`src/rtl/reg_file_flags.sv`:
```
`default_nettype none
// ============================================================================
// Module      : reg_file_flags
// Description : Architectural state stage for the 8-bit ALU. A register file
//               with two combinational read ports (ALU inA/inB) and one write
//               port (ALU rslt), plus a status register latching the ALU
//               flags {equal, pari, zero, carry}. The latched carry is
//               returned to the ALU as sc_out for multi-byte chains.
// Config      : define REG_FILE_BYPASS_EN for write-through reads when a read
//               address matches the active write address in the same cycle.
// Revision    : 1.0 - initial release
// ============================================================================
module reg_file_flags #(
  parameter int DW = 8,
  parameter int AW = 3
) (
  input  logic          clk,
  input  logic          reset,
  input  logic [AW-1:0] rd_addr_a,
  input  logic [AW-1:0] rd_addr_b,
  output logic [DW-1:0] data_a,
  output logic [DW-1:0] data_b,
  input  logic          wr_en,
  input  logic [AW-1:0] wr_addr,
  input  logic [DW-1:0] wr_data,
  input  logic          flag_we,
  input  logic          sc_in,
  input  logic          zero_in,
  input  logic          pari_in,
  input  logic          equal_in,
  input  logic          carry_clr,
  output logic          sc_out,
  output logic [3:0]    flags
);

  localparam int NREGS = 2 ** AW;

  logic [DW-1:0] r_regs [NREGS];
  logic          r_carry;
  logic          r_zero;
  logic          r_pari;
  logic          r_equal;

  logic [DW-1:0] w_stored_a;
  logic [DW-1:0] w_stored_b;

  // Register file storage: cleared by reset, otherwise one write per edge
  always_ff @(posedge clk or posedge reset) begin
    if (reset) begin
      for (int i = 0; i < NREGS; i++) begin
        r_regs[i] <= '0;
      end
    end else if (wr_en) begin
      r_regs[wr_addr] <= wr_data;
    end
  end

  // Status flags: carry_clr overrides the captured carry but not the others
  always_ff @(posedge clk or posedge reset) begin
    if (reset) begin
      r_carry <= 1'b0;
      r_zero  <= 1'b0;
      r_pari  <= 1'b0;
      r_equal <= 1'b0;
    end else begin
      if (flag_we) begin
        r_zero  <= zero_in;
        r_pari  <= pari_in;
        r_equal <= equal_in;
      end
      if (carry_clr) begin
        r_carry <= 1'b0;
      end else if (flag_we) begin
        r_carry <= sc_in;
      end
    end
  end

  assign w_stored_a = r_regs[rd_addr_a];
  assign w_stored_b = r_regs[rd_addr_b];

`ifdef REG_FILE_BYPASS_EN
  logic w_byp_a;
  logic w_byp_b;

  assign w_byp_a = wr_en && (rd_addr_a == wr_addr);
  assign w_byp_b = wr_en && (rd_addr_b == wr_addr);

  // Write-through read ports: an in-flight write is forwarded to a matching reader
  always_comb begin
    data_a = w_byp_a ? wr_data : w_stored_a;
    data_b = w_byp_b ? wr_data : w_stored_b;
  end
`else
  // Plain read ports: a same-cycle write becomes visible only after the edge
  always_comb begin
    data_a = w_stored_a;
    data_b = w_stored_b;
  end
`endif

  // sc_out is the carry flop itself, so the ALU sees no extra latency
  assign sc_out = r_carry;
  assign flags  = {r_equal, r_pari, r_zero, r_carry};

endmodule
`default_nettype wire
```
`config.mk`:
```
export PLATFORM = sky130hd
export DESIGN_NAME = reg_file_flags
export DESIGN_NICKNAME = d
export VERILOG_FILES = /design/src/rtl/reg_file_flags.sv
export SDC_FILE = /design/constraint.sdc
export NUM_CORES = 1
export LEC_CHECK = 0
export CAP_MARGIN = 25
export CORE_ASPECT_RATIO = 0.75
export CORE_MARGIN = 4
export CORE_UTILIZATION = 55
export CTS_CLUSTER_SIZE = 25
export DETAILED_ROUTE_END_ITERATION = 8
export PLACE_DENSITY = 0.86
export SLEW_MARGIN = 25
export SYNTH_ARGS = -nofsm -noshare
export SYNTH_HDL_FRONTEND = slang
export SYNTH_SLANG_ARGS = --single-unit
export TNS_END_PERCENT = 100
```
`constraint.sdc`:
```
create_clock -name clk -period 4.5 [get_ports clk]
set_clock_uncertainty 0.2 [all_clocks]
set_input_delay 0.9 -clock clk [delete_from_list [all_inputs] [get_ports clk]]
set_output_delay 0.9 -clock clk [all_outputs]
set_load 0.02 [all_outputs]
```
==> summary.txt <==
Clocking
  – Hold buffers post-CTS: 0
  – TritonCTS clock tree: built
  – # resized after CTS: 0
  – Clock latency on the worst-skew pair: 340 ps
  – Longest Clk Path Bufs: 2
  – Setup bufs post-CTS: 0
  – CTS root buffer: clkbuf_8
  – Clk sink count: 68
  – Inserted Clock Buffers: 9
  – Clock slew seen by the registers of the worst setup and hold paths: 70 ps
  – H-Tree Depth: 3

Synthesis
  – #FFs+latches synth: 68
  – Commonest cells post-synth: mux2_2 (83), dfrtp_1 (68), mux4_1 (30)
  – Yosys warnings: 0
  – Syn Inst Count: 215
  – EDFF count, synth: 0
  – Seq/Total Area, Yosys: 45.7%
  – Top-count cell post-synth: mux2_2
  – Top FF cell, synth: dfrtp_1
  – Syn nets: 241
  – Syn avg cell area: 17.3 um^2
  – Synth area leader: dfrtp_1
  – Asr flop ratio synth: 100%
  – Post-synth cell types: 17
  – Largest cells by area after synthesis: dfrtp_1 (46%), mux2_2 (25%), mux4_1 (21%), mux4_2 (1.2%), buf_12 (1.1%)
  – Syn Std Cell Area: 0.00372 mm^2
  – Top cell type's share of synthesized area: 45.7%

Placed design
  – Placed Instances: 329
  – GP Congestion: 0.710
  – Hpwl dp: 5110 um
  – # port buffers: 46

Finish
  – Non-filler cells, final: 344
  – Layout cells sized above 1: 43.0%
  – Nets: 285
  – Area grow syn2layout: 19.5%
  – Inserted Diodes: 0

Floorplanning
  – FP Rows: 25
  – Die W: 103 um
  – Core footprint: 0.00644 mm^2
  – I/O pin cnt: 47
  – Die Footprint: 0.00817 mm^2
  – Starting density of the core: 57.8%
  – Die Ht: 79.3 um

Setup path
  – Top Family by Delay on Critical Path: buffers and inverters
  – WS Path Type: primary input to output pin
  – Buf+Inv Stages, Crit Path: 3
  – Cells along the critical path: clkdlybuf4s50_1, buf_12, mux4_1, mux2_2, clkdlybuf4s50_1
  – CP max stage cell: mux4_1
  – Worst setup EP type: output pin
  – Data required, critical path: 3400 ps
  – Startpoint class of the critical path: primary input
  – Crit path DAT: 3040 ps
  – Max incr delay on CP: 580 ps
  – Critical-path maximum fanout: 16
  – Most frequent cell on the critical path: clkdlybuf4s50_1

STA
  – Hold_ws: 315 ps
  – F_max: 0.242 GHz
  – Worst-Margin Slew: 718 ps
  – Final hold vios: 0
  – Final setup viols: 0
  – Rel. slew slack: 51.9%
  – RSZ-0062 raised after global routing: no
  – Fin crit share: 92.0%
  – Setup TNS: 0 ps
  – Min Tclk post-route: 4140 ps
  – Slew Viols, Final: 0

Detailed routing
  – WL final: 7790 um
  – Drc violations: 0
  – Vias/cell: 6.34
  – Total number of vias: 2180
  – Antenna Nets Post-Route: 0
  – First-pass DRT Iterations: 4
  – Post-DR wirelength/cell: 22.6 um
  – Initial DRC Count: 71

Power
  – Peak VDD IR: 0.245 mV
  – Pwr/cell area: 429 mW/mm^2
  – Leakage power: 1.86 nW

GRT
  – GRT overflow: 0
  – Largest net degree at the start of global routing: 44
  – First-pass GRT wire length: 12800 um
  – Total global-route track usage: 21.6%
  – Initial antenna violation count: 0
  – Vias in the first global route: 2349

Min path
  – Worst Hold Class: flip-flop to flip-flop

Run status
  – Outcome: finished, final reports clean

Run
  – Max_cap viols: 0
==> per-layer routing <==
metal  global-route usage (%)  routed length [um]  vias to the layer above
li1                         -                   -                      956
met1                     29.1                3520                     1156
met2                     34.3                3760                       58
met3                     6.06                 412                       10
met4                     6.21                  95                        0
met5                        0                   0                        -
==> power by group <==
| part | switching, mW | internal (mW) |
|---|---|---|
| Clock | 0.233 | 0.308 |
| Combinational | 0.196 | 0.341 |
| Sequential | 0.0912 | 0.742 |
==> kinds of logic (layout without fill, tap and decap cells) <==
group	Yosys count	after routing	synth area share, %
multiplexers	116	116	47.7
flip-flops	68	68	45.7
buffers and inverters	22	70	4.17
AND/OR/NAND/NOR	9	9	2.42
==> path summary, 6_finish.rpt <==
path	startpoint	to	slack, ps	cells past startpoint
max in group asynchronous	reset	r_regs[23]	2450	3
max reg2reg	r_regs[58]	r_regs[58]	3490	1
min reg2reg	r_equal	r_equal	310	1
min in group asynchronous	reset	r_regs[44]	710	2
max	rd_addr_a[0]	data_a[4]	360	5
min	r_equal	r_equal	310	1
==> cell usage in the layout, fill, tap and decap left out, drive strengths merged <==
| cell | n |
|---|---|
| mux2 | 83 |
| dfrtp | 68 |
| clkdlybuf4s50 | 46 |
| mux4 | 32 |
| clkbuf | 9 |
| buf | 8 |
| clkinvlp | 4 |
| nand4b | 3 |
| nor4bb | 3 |
| bufinv | 2 |
| nand4 | 1 |
| inv | 1 |
| mux2i | 1 |
| nor2 | 1 |
| nor4b | 1 |
==> sequential cells by signal (all words and copies together) (netlist names) <==
| name | cells |
|---|---|
| r_zero | 1 |
| sc_out | 1 |
| r_regs | 64 |
| r_pari | 1 |
| r_equal | 1 |
==> through the flow <==
step	total power [mW]	instance area (um^2)	util (%)	worst slack, ps
finish	1.91	4450	69.1	362
global route	2.02	4450	69.1	316
CTS	1.93	4450	69.1	351
detailed placement	1.38	4240	65.8	399
global placement	1.35	4240	65.8	430
floorplan	1.19	3720	-	1410
==> final cells by class <==
type	count	area (um^2)
Clock buffer	9	124
Fill cell	416	1990
Sequential cell	68	1700
Timing Repair Buffer	54	546
Clock inverter	6	90.1
Tap cell	81	101
Multi-Input combinational cell	125	1890
Inverter	1	3.75
Power figures use the tool's default switching activity.
